===== src/rtl/mux_bus_demux_pkg.sv =====
// Shared definitions for the receive-side bus demultiplexer.
// Phase encodings must stay in step with the 16-series mux select.
package mux_bus_demux_pkg;

  typedef enum logic [1:0] {
    IDLE = 2'd0,
    ADDR = 2'd1,
    OUT  = 2'd2
  } state_t;

  localparam logic PHASE_ADDR = 1'b0;
  localparam logic PHASE_DATA = 1'b1;

  localparam int DEFAULT_DATA_WIDTH = 32;
  localparam int DEFAULT_ADDR_WIDTH = 24;
  localparam int DEFAULT_ADDR_INCR  = 4;

endpackage


===== src/rtl/mux_bus_demux_if.sv =====
// Bus-side beats in, address/data pairs and error pulses out.
// master: the side driving beats and consuming pairs; slave: the demux.
interface mux_bus_demux_if #(
  parameter int DataWidth = 32,
  parameter int AddrWidth = 24
);
  logic [DataWidth-1:0] bus_in;
  logic                 bus_select;
  logic                 bus_valid;
  logic                 bus_ready;
  logic [AddrWidth-1:0] addr_out;
  logic [DataWidth-1:0] data_out;
  logic                 out_valid;
  logic                 out_ready;
  logic                 addr_err;
  logic                 proto_err;

  modport master (
    output bus_in, bus_select, bus_valid, out_ready,
    input  bus_ready, addr_out, data_out, out_valid, addr_err, proto_err
  );

  modport slave (
    input  bus_in, bus_select, bus_valid, out_ready,
    output bus_ready, addr_out, data_out, out_valid, addr_err, proto_err
  );
endinterface


===== src/rtl/mux_bus_demux_addr_counter.sv =====
// Held-address register: load from an address beat, step by AddrIncr
// after each delivered burst pair. Wraps naturally at 2^AddrWidth.
module mux_addr_counter
  import mux_bus_demux_pkg::*;
#(
  parameter int AddrWidth = DEFAULT_ADDR_WIDTH,
  parameter int AddrIncr  = DEFAULT_ADDR_INCR
) (
  input  logic                 clock,
  input  logic                 reset_n,
  input  logic                 load,
  input  logic [AddrWidth-1:0] load_addr,
  input  logic                 incr,
  output logic [AddrWidth-1:0] held_addr
);

  localparam logic [AddrWidth-1:0] INCR_STEP = AddrWidth'(AddrIncr);

  // Load has priority; the FSM never asks for both in one cycle anyway.
  always_ff @(posedge clock or negedge reset_n) begin
    if (!reset_n) begin
      held_addr <= '0;
    end else if (load) begin
      held_addr <= load_addr;
    end else if (incr) begin
      held_addr <= held_addr + INCR_STEP;
    end
  end

endmodule


===== src/rtl/mux_bus_demux.sv =====
// Receive-side demultiplexer: splits address and data beats from the shared
// bus, pairs them, hands pairs downstream, and continues bursts with
// auto-incremented addresses.
//
// state | meaning
// IDLE  | no address held; data beats are protocol errors
// ADDR  | address held; next data beat forms a pair
// OUT   | pair presented downstream, waiting for out_ready
module mux_bus_demux
  import mux_bus_demux_pkg::*;
#(
  parameter int DataWidth = DEFAULT_DATA_WIDTH,
  parameter int AddrWidth = DEFAULT_ADDR_WIDTH,
  parameter int AddrIncr  = DEFAULT_ADDR_INCR
) (
  input logic            clock,
  input logic            reset_n,
  mux_bus_demux_if.slave bus
);

  state_t state_q, state_d;

  logic [AddrWidth-1:0] held_addr;
  logic [AddrWidth-1:0] addr_q;
  logic [DataWidth-1:0] data_q;
  logic                 out_valid_q;
  logic                 addr_err_q, proto_err_q;

  logic beat_acc, addr_beat, data_beat, upper_nz;
  logic load_addr, incr_addr, capture, addr_err_d, proto_err_d;

  // Ready depends on the state register only; reset forces it low.
  assign bus.bus_ready = reset_n && (state_q != OUT);

  assign beat_acc  = bus.bus_valid && bus.bus_ready;
  assign addr_beat = beat_acc && (bus.bus_select == PHASE_ADDR);
  assign data_beat = beat_acc && (bus.bus_select == PHASE_DATA);
  assign upper_nz  = |bus.bus_in[DataWidth-1:AddrWidth];

  mux_addr_counter #(
    .AddrWidth (AddrWidth),
    .AddrIncr  (AddrIncr)
  ) u_addr_counter (
    .clock     (clock),
    .reset_n   (reset_n),
    .load      (load_addr),
    .load_addr (bus.bus_in[AddrWidth-1:0]),
    .incr      (incr_addr),
    .held_addr (held_addr)
  );

  // State register.
  always_ff @(posedge clock or negedge reset_n) begin
    if (!reset_n) begin
      state_q <= IDLE;
    end else begin
      state_q <= state_d;
    end
  end

  // Next-state decode plus counter/capture/error controls.
  always_comb begin
    state_d     = state_q;
    load_addr   = 1'b0;
    incr_addr   = 1'b0;
    capture     = 1'b0;
    proto_err_d = 1'b0;
    // Range check applies to every accepted address beat; it never blocks.
    addr_err_d  = addr_beat && upper_nz;
    case (state_q)
      IDLE: begin
        if (addr_beat) begin
          load_addr = 1'b1;
          state_d   = ADDR;
        end else if (data_beat) begin
          proto_err_d = 1'b1;
        end
      end
      ADDR: begin
        if (addr_beat) begin
          load_addr = 1'b1;
        end else if (data_beat) begin
          capture = 1'b1;
          state_d = OUT;
        end
      end
      OUT: begin
        if (out_valid_q && bus.out_ready) begin
          incr_addr = 1'b1;
          state_d   = ADDR;
        end
      end
      default: state_d = IDLE;
    endcase
  end

  // Output pair registers and one-cycle error pulses.
  always_ff @(posedge clock or negedge reset_n) begin
    if (!reset_n) begin
      addr_q      <= '0;
      data_q      <= '0;
      out_valid_q <= 1'b0;
      addr_err_q  <= 1'b0;
      proto_err_q <= 1'b0;
    end else begin
      addr_err_q  <= addr_err_d;
      proto_err_q <= proto_err_d;
      if (capture) begin
        addr_q      <= held_addr;
        data_q      <= bus.bus_in;
        out_valid_q <= 1'b1;
      end else if (incr_addr) begin
        out_valid_q <= 1'b0;
      end
    end
  end

  assign bus.addr_out  = addr_q;
  assign bus.data_out  = data_q;
  assign bus.out_valid = out_valid_q;
  assign bus.addr_err  = addr_err_q;
  assign bus.proto_err = proto_err_q;

endmodule


===== src/flat_wrapper.sv =====
// flat-port wrapper written by rule: the top's interface ports become plain ports
module mux_bus_demux_flat import mux_bus_demux_pkg::*;
#(
  parameter int DataWidth = DEFAULT_DATA_WIDTH,
  parameter int AddrWidth = DEFAULT_ADDR_WIDTH,
  parameter int AddrIncr  = DEFAULT_ADDR_INCR
)
  (clock, reset_n, bus_bus_in, bus_bus_select, bus_bus_valid, bus_out_ready, bus_bus_ready, bus_addr_out, bus_data_out, bus_out_valid, bus_addr_err, bus_proto_err);
  mux_bus_demux_if #(.DataWidth(DataWidth), .AddrWidth(AddrWidth)) bus_i ();
  input logic clock;
  input logic reset_n;
  input wire logic [$bits(bus_i.bus_in)-1:0] bus_bus_in;
  input wire logic [$bits(bus_i.bus_select)-1:0] bus_bus_select;
  input wire logic [$bits(bus_i.bus_valid)-1:0] bus_bus_valid;
  input wire logic [$bits(bus_i.out_ready)-1:0] bus_out_ready;
  output wire logic [$bits(bus_i.bus_ready)-1:0] bus_bus_ready;
  output wire logic [$bits(bus_i.addr_out)-1:0] bus_addr_out;
  output wire logic [$bits(bus_i.data_out)-1:0] bus_data_out;
  output wire logic [$bits(bus_i.out_valid)-1:0] bus_out_valid;
  output wire logic [$bits(bus_i.addr_err)-1:0] bus_addr_err;
  output wire logic [$bits(bus_i.proto_err)-1:0] bus_proto_err;
  assign bus_i.bus_in = bus_bus_in;
  assign bus_i.bus_select = bus_bus_select;
  assign bus_i.bus_valid = bus_bus_valid;
  assign bus_i.out_ready = bus_out_ready;
  assign bus_bus_ready = bus_i.bus_ready;
  assign bus_addr_out = bus_i.addr_out;
  assign bus_data_out = bus_i.data_out;
  assign bus_out_valid = bus_i.out_valid;
  assign bus_addr_err = bus_i.addr_err;
  assign bus_proto_err = bus_i.proto_err;
  mux_bus_demux #(.DataWidth(DataWidth), .AddrWidth(AddrWidth), .AddrIncr(AddrIncr)) u_core (.clock(clock), .reset_n(reset_n), .bus(bus_i));
endmodule

===== config.mk =====
export PLATFORM = sky130hd
export DESIGN_NAME = mux_bus_demux_flat
export DESIGN_NICKNAME = d
export VERILOG_FILES = /design/src/rtl/mux_bus_demux_pkg.sv /design/src/rtl/mux_bus_demux_if.sv /design/src/rtl/mux_bus_demux_addr_counter.sv /design/src/rtl/mux_bus_demux.sv /design/src/flat_wrapper.sv
export SDC_FILE = /design/constraint.sdc
export NUM_CORES = 1
export LEC_CHECK = 0
export CAP_MARGIN = 25
export CELL_PAD_IN_SITES_DETAIL_PLACEMENT = 0
export CELL_PAD_IN_SITES_GLOBAL_PLACEMENT = 2
export CORE_ASPECT_RATIO = 1.75
export CORE_MARGIN = 2
export CORE_UTILIZATION = 33
export CTS_BUF_LIST = sky130_fd_sc_hd__clkbuf_4 sky130_fd_sc_hd__clkbuf_8
export DETAILED_ROUTE_END_ITERATION = 6
export PLACE_DENSITY_LB_ADDON = 0.3
export SYNTH_ARGS = -nofsm -noshare
export SYNTH_HDL_FRONTEND = slang
export SYNTH_SLANG_ARGS = --single-unit

===== constraint.sdc =====
create_clock -name clock -period 1.7 [get_ports clock]
set_input_delay 0.17 -clock clock [delete_from_list [all_inputs] [get_ports clock]]
set_output_delay 0.17 -clock clock [all_outputs]
set_load 0.02 [all_outputs]

# --- After elaboration in Yosys (flattened, before gate mapping) ---
# Cells that the tools add are included.
# W data, S select, Z words.
word_totals:
  output_inout_bits: 60
  word_cells: 45
  inputBits: 37
  regBits: 85
op_classes:
  bitwise: 1
  n_eq_ne: 7
  reduce_logical: 12
  n_addsub: 1
  n_mux: 17
op_table:
  columns: ["operator", "count"]
  rows:
  - ["$mux W24", 2]
  - ["$add A24 B3 Y24 const B", 1]
  - ["$mux W1", 10]
  - ["$mux W2", 4]
  - ["$reduce_or A8 Y1", 1]
  - ["$logic_and A1 B1 Y1", 6]
  - ["$ne A2 B1 Y1 const B", 3]
  - ["$pmux W2 S3", 1]
  - ["$ne A2 B2 Y1 const B", 2]
  - ["$reduce_and A4 Y1", 1]
  - ["$reduce_bool A2 Y1", 2]
  - ["$eq A2 B1 Y1 const B", 1]
  - ["$eq A2 B2 Y1 const B", 1]
  - ["$logic_not A2 Y1", 1]
  - ["$reduce_or A2 Y1", 1]
  - ["$not A1 Y1", 1]

# --- Depth between registers and ports, before layout ---
# Gate-level depths: netlist of the first run.
depth:
  ltp_word: 8
  ltp_mapped: 7

# --- Cells and area by module ---
# Synthesis of the first run repeated with hierarchy kept, for this count alone.
unflattened:
  hier_cells: 293
  area_unflattened_um2: 3738.6
modules_own_cells:
  columns: ["mod", "instances", "area_each_um2", "cells_per_inst"]
  rows:
  - ["mux_bus_demux", 1, 2339.7, 142]
  - ["mux_addr_counter", 1, 1398.8, 151]

# --- Worst setup path after synthesis of the first run ---
# Ideal clock, no wire load.
synth_timing:
  kind: "register to register"
  from: "register u_core.u_addr_counter.held_addr[2]"
  to: "register u_core.u_addr_counter.held_addr[14]"
  required_time_ns: 1.631
  path_buffers: 1
  arrival_ns: 1.501
  setup_ns: 0.069
  slack_ns: 0.130
  path_stages_with_launch: 7
  cell_sequence: "dfrtp_1 -> ha_1 -> and3_1 -> buf_2 -> nand2_1 -> or4_1 -> nand3_1"
synth_via:
  elab_chain_cells: 3
synth_rtl:
  columns: ["element", "line_no", "text"]
  rows:
  - ["start, declared", "mux_bus_demux_addr_counter.sv:14", "output logic [AddrWidth-1:0] held_addr"]
  - ["start signal, assigned", "mux_bus_demux_addr_counter.sv:24", "held_addr <= load_addr;"]
  - ["start signal, assigned", "mux_bus_demux_addr_counter.sv:26", "held_addr <= held_addr + INCR_STEP;"]
  - ["$add A24 B3 Y24", "mux_bus_demux_addr_counter.sv:26", null]
  - ["$mux W24", "mux_bus_demux_addr_counter.sv:25", "end else if (incr) begin"]
  - ["$mux W24", "mux_bus_demux_addr_counter.sv:23", "end else if (load) begin"]
# Every way passes these cells. The select of a mux whose other input is x is not followed.
# A chain may end at the register's enable or synchronous reset.

# --- Worst setup path in the final report of the first run ---
layout_timing:
  from: "register u_core.u_addr_counter.held_addr[3]"
  to: "register u_core.u_addr_counter.held_addr[14]"
# The elaborated chain is that of the path after synthesis.

==> metrics.yaml, run 1 <==
dieArea_um2: 12200
max_freq_mhz: 616
combPwrFrac: 0.446
final_cell_mix: "clkdlybuf4s50_1 (94), dfrtp_1 (84), mux2_2 (53)"
die_w_um: 84.2
power-per-cell-area_nw_per_um2: 1590
critPathMaxFanout: 6
drive_above_1_share: 0.274
outcome: "completed"
start_kind: "register"
synth_cell_types: 41
fin_crit_ps: 1620
hpwl_um: 7130
fin_crit_sh: 0.956
arrival_ps: 1910
criticalPathCategory: "reg -> reg"
syn_inst: 301
cts_buffers: 9
syn_area_um2: 3720
clock_latency_ps: 350
synth_seq_cells: 85
required_ps: 1980
dr_total_vias: 2960
drc: 0
power.share.clock: 0.153
placed_cells: 550
vias_per_cell: 5.22
syn2layout_area_growth_pct: 42.2
synthFlopType: "dfrtp_1"
fp.coreArea_um2: 11000
fin_area_um2: 5290
synth.top_cell.area_share: 0.572
start_util: 0.337
vdd_drop_max_mv: 0.701
yosysWarnings: 0
timing.hold.ws_ps: 382
io_pins: 97
setup_violations: 0
cts.path.max_buffers: 2
syn_area_per_cell_um2: 12.4
grt_first_pass_wirelength_um: 15900
hp-class: "in -> reg"
gp_congestion: 0.861
final_max_slew_viol_count: 0
seqCellArea_um2: 2130
power.switching_mw: 2.90
io_buffer_count: 96
clk_pin_slew_ps: 80
fillCellCount: 1025
mostFrequentLayoutCell: "clkdlybuf4s50_1"
routedWlPerCell_um: 17.1
fin_cells: 567
cts_tree: "built"
max_slew.worst_pin.slew_ps: 478
async_reset_ff_frac: 1.00
p_leak_nw: 2.27
nets: 469
ys_seq_area_frac: 0.572
yosys-top-cells-area: "dfrtp_1 (57%), mux2_2 (16%), nand2_1 (3.4%)"
rows: 51
synthesis.nets: 339
grt_pass1_vias: 3082
setup_tns_ps: 0
p_total_mw: 8.41
synth_top_area_cell: "dfrtp_1"
wirelength_um: 9680
multi_input_area_um2: 1510
drtIter0Drc: 127
antenna_found_initial: 0
gr-usage-all-layers: 0.169
cts_root_buf: "clkbuf_8"
h-tree-depth: 3
die_h_um: 144
critPathCaptureType: "register"
maxCapViolations: 0
seqPwrFrac: 0.401
clock_skew_ps: 7.05
rsz0062_at_grt: "no"
place_area_um2: 5080
ant_nets: 0
slew_headroom: 0.680
grt_max_degree: 78
numClockSinks: 85
finalHoldViolCount: 0
p_int_mw: 5.51
cts_setup_buffers: 0
antennaDiodeCount: 0
drt_first_pass_iters: 4
grt_overflow: 0
synth-edff-count: 0
switching_share: 0.345
==> repair_timing <==
action | in CTS | in global routing
setup endpoints to repair | 2 | 14
resized for setup | 4 | 5
endpoints found under the hold margin | 8 | 0
hold buffers | 2 | 0
==> power by group through the flow <==
stage / sequential (mW) / clock [mW] / combinational (mW)
3_5_place_dp: 3.42 / 0 / 3.78
4_1_cts: 3.38 / 1.34 / 3.80
5_1_grt: 3.50 / 1.44 / 4.01
3_3_place_gp: 3.39 / 0 / 3.73
2_1_floorplan: 4.21 / 0 / 0.979
6_report: 3.37 / 1.29 / 3.75
==> sequential cells by signal, summed over array words and instances (netlist names) <==
name	flops
u_core.u_addr_counter.held_addr	24
u_core.bus.out_valid	1
u_core.bus.addr_err	1
u_core.bus.proto_err	1
u_core.bus.data_out	32
u_core.bus.addr_out	24
u_core.state_q	2
==> path summary, 6_finish.rpt <==
| check | depth (start not counted) | from | to | slack, ps |
|---|---|---|---|---|
| max in group asynchronous | 3 | reset_n | u_core.bus.out_valid | 410 |
| worst max register to register | 5 | u_core.u_addr_counter.held_addr[3] | u_core.u_addr_counter.held_addr[14] | 80 |
| worst min register to register | 2 | u_core.u_addr_counter.held_addr[1] | u_core.u_addr_counter.held_addr[1] | 480 |
| worst min-delay path | 3 | bus_bus_in[1] | u_core.u_addr_counter.held_addr[1] | 380 |
| worst max-delay path | 5 | u_core.u_addr_counter.held_addr[3] | u_core.u_addr_counter.held_addr[14] | 80 |
| min in group asynchronous | 3 | reset_n | u_core.bus.addr_out[3] | 500 |
==> synth_stat cells, types with 4 or more instances <==
library cell,n
a22oi_1,4
and4_1,5
buf_2,11
buf_4,4
dfrtp_1,85
mux2_2,53
nand2_1,34
nand3_1,15
nand4_1,8
nor2_1,6
nor4_1,4
o211ai_1,8
o21ai_0,10
o311ai_0,7
==> cell families after synthesis <==
family	synth area share
AOI/OAI and AO/OA	0.0882
xor gates and xnor gates	0.00707
adders and majority gates	0.00336
buffers and inverters	0.0279
DFF	0.572
muxes	0.170
and+or+nand+nor	0.132
==> layout make-up <==
cell class                 count  area share
tap                          132      0.0312
sequential                    85       0.402
inverter                       2     0.00142
timing repair buffer         137       0.248
multi-input combinational    196       0.285
clock inverter                 2     0.00189
clock buffer                  13      0.0303
==> metal layers <==
metal	up-vias	part of all wire	track usage
li1	1378	-	-
met1	1495	0.39	0.192
met2	77	0.55	0.304
met3	10	0.040	0.0382
met4	0	0.020	0.0671
met5	-	0	0
==> metrics by stage <==
| step | util | setup WS (ps) |
|---|---|---|
| 2_1_floorplan | - | 130 |
| 3_3_place_gp | 0.460 | -213 |
| 3_5_place_dp | 0.460 | -221 |
| 4_1_cts | 0.478 | 28.0 |
| 5_1_grt | 0.479 | 3.77 |
| 6_report | 0.479 | 75.6 |
==> critical path, cell delays in order, from the launching register on <==
cell	delay, ps
dfrtp_2	410
ha_1	170
and3_2	260
nand2_1	120
or4_1	490
nand3_1	110
Note: power is estimated with default switching activity, not from simulation.
==> run 2, diff against run 1 <==
--- a/config.mk
+++ b/config.mk
@@ -10,10 +10,12 @@
 export CELL_PAD_IN_SITES_GLOBAL_PLACEMENT = 2
 export CORE_ASPECT_RATIO = 1.75
 export CORE_MARGIN = 2
-export CORE_UTILIZATION = 33
+export CORE_UTILIZATION = 42
 export CTS_BUF_LIST = sky130_fd_sc_hd__clkbuf_4 sky130_fd_sc_hd__clkbuf_8
 export DETAILED_ROUTE_END_ITERATION = 6
+export DONT_BUFFER_PORTS = 1
 export PLACE_DENSITY_LB_ADDON = 0.3
+export SLEW_MARGIN = 10
 export SYNTH_ARGS = -nofsm -noshare
 export SYNTH_HDL_FRONTEND = slang
 export SYNTH_SLANG_ARGS = --single-unit
==> metrics.yaml, run 2 (synthesized netlist as in run 1, its figures left out) <==
outcome: "finished, violations left"
violations: "hold timing"
antennaDiodeCount: 0
cts_tree: "built"
cpMaxStageDelayCell: "dfrtp_1"
clock_latency_ps: 360
clock_skew_ps: 8.71
fin_cells: 477
dr_total_vias: 2639
drtIter0Drc: 118
syn2layout_area_growth_pct: 23.6
h-tree-depth: 3
grt_max_degree: 92
clk_pin_slew_ps: 80
antenna_found_initial: 0
grt_pass1_vias: 2773
drt_first_pass_iters: 5
maxCapViolations: 0
worstPathCellList: "and4b_2 -> buf_6 -> and2_1 -> a222oi_1 -> nand2_1"
gp_congestion: 0.785
busiest_layer: "met2"
critPathMaxFanout: 7
power-per-cell-area_nw_per_um2: 1580
cts_root_buf: "clkbuf_8"
hpwl_um: 5970
final_cell_mix: "dfrtp_1 (84), mux2_2 (53), dlygate4sd3_1 (36)"
mostFrequentLayoutCell: "dfrtp_1"
critPathBufInv: 1
gr-usage-all-layers: 0.198
max_freq_mhz: 613
fp.coreArea_um2: 8610
max_stage_delay_ps: 430
final_max_slew_viol_count: 0
die_h_um: 128
grtUsageMet1: 0.242
drive_above_1_share: 0.286
vdd_drop_max_mv: 0.688
global_route.usage.met3: 0.0399
slew_headroom: 0.788
wirelength_um: 8690
hp-class: "in -> async"
arrival_ps: 1860
io_buffer_count: 0
critPathCaptureType: "register"
start_kind: "register"
io_pins: 97
crit_family: "simple AND/OR/NAND/NOR gates"
setup_violations: 0
p_leak_nw: 2.01
ctsHoldBuffers: 36
grt_overflow: 0
largest_reg_flops: 32
finalHoldViolCount: 85
placed_cells: 426
routedWlPerCell_um: 18.2
drc: 0
dieArea_um2: 9650
rows: 45
start_util: 0.432
vias_per_cell: 5.53
die_w_um: 75.1
nets: 394
cts.path.max_buffers: 2
timing.hold.ws_ps: -498
criticalPathCategory: "reg -> reg"
fin_crit_ps: 1630
fin_crit_sh: 0.959
numClockSinks: 85
grt_first_pass_wirelength_um: 14200
fillCellCount: 786
required_ps: 1930
grtUsageMet2: 0.335
cts_buffers: 9
ant_nets: 0
max_slew.worst_pin.slew_ps: 315
## run 2: routing by layer
metal | vias to the layer above | share of wire | wire (um)
met1 | 1325 | 0.39 | 3430
met3 | 9 | 0.050 | 431
met2 | 74 | 0.54 | 4670
met4 | 0 | 0.018 | 154
met5 | - | 0 | 0
li1 | 1231 | - | -
## run 2: per-stage QoR
| step | area [um2] | power [mW] | utilization | setup TNS (ps) | setup slack [ps] |
|---|---|---|---|---|---|
| 6_report | 4600 | 7.28 | 0.534 | 0 | 69.5 |
| 3_5_place_dp | 4000 | 5.71 | 0.465 | 0 | 38.4 |
| 5_1_grt | 4600 | 7.73 | 0.534 | -0.255 | -0.255 |
| 3_3_place_gp | 4000 | 5.64 | 0.465 | 0 | 101 |
| 4_1_cts | 4580 | 7.38 | 0.531 | 0 | 51.7 |
| 2_1_floorplan | 3720 | 5.19 | - | 0 | 130 |
## run 2: final timing paths
check | endpoint | from | depth (start not counted) | slack (ps)
max reg2reg | u_core.u_addr_counter.held_addr[22] | u_core.state_q[1] | 5 | 70
min reg2reg | u_core.u_addr_counter.held_addr[0] | u_core.u_addr_counter.held_addr[0] | 2 | 480
max in group asynchronous | u_core.bus.data_out[5] | reset_n | 0 | 1990
min in group clock | u_core.bus.proto_err | reset_n | 2 | 130
min | u_core.bus.data_out[7] | reset_n | 0 | -500
max | u_core.u_addr_counter.held_addr[22] | u_core.state_q[1] | 5 | 70
## run 2: timing repair
item                                    CTS  global route
endpoints found under the hold margin   144            85
gates resized for setup                   0             7
endpoints found under the setup margin    0            11
setup buffers                             0             0
## run 2: cell type report
type / count / area, um2 / share of cell area
tap: 117 / 146 / 0.0318
sequential: 85 / 2130 / 0.463
clock inverter: 5 / 75.1 / 0.0163
timing repair buffer: 62 / 597 / 0.130
inverter: 2 / 7.51 / 0.00163
multi-input combinational: 196 / 1510 / 0.327
clock buffer: 10 / 138 / 0.0299
## run 2: worst register-to-register path, cell delays in order (launching register included)
cell and delay, ps:
dfrtp_1 430, and4b_2 330, buf_6 160, and2_1 170, a222oi_1 330, nand2_1 90
## run 2: report_power, final
| group | switching, mW | internal (mW) | leakage [nW] |
|---|---|---|---|
| Combinational | 0.517 | 0.870 | 0.840 |
| Sequential | 1.47 | 2.87 | 1.05 |
| Clock | 0.707 | 0.852 | 0.112 |
==> run 3, diff against run 2 <==
--- a/config.mk
+++ b/config.mk
@@ -12,6 +12,7 @@
 export CORE_MARGIN = 2
 export CORE_UTILIZATION = 42
 export CTS_BUF_LIST = sky130_fd_sc_hd__clkbuf_4 sky130_fd_sc_hd__clkbuf_8
+export CTS_CLUSTER_DIAMETER = 200
 export DETAILED_ROUTE_END_ITERATION = 6
 export DONT_BUFFER_PORTS = 1
 export PLACE_DENSITY_LB_ADDON = 0.3
==> results of run 3 <==
Final layout, timing and power as in run 2 (identical DEF).
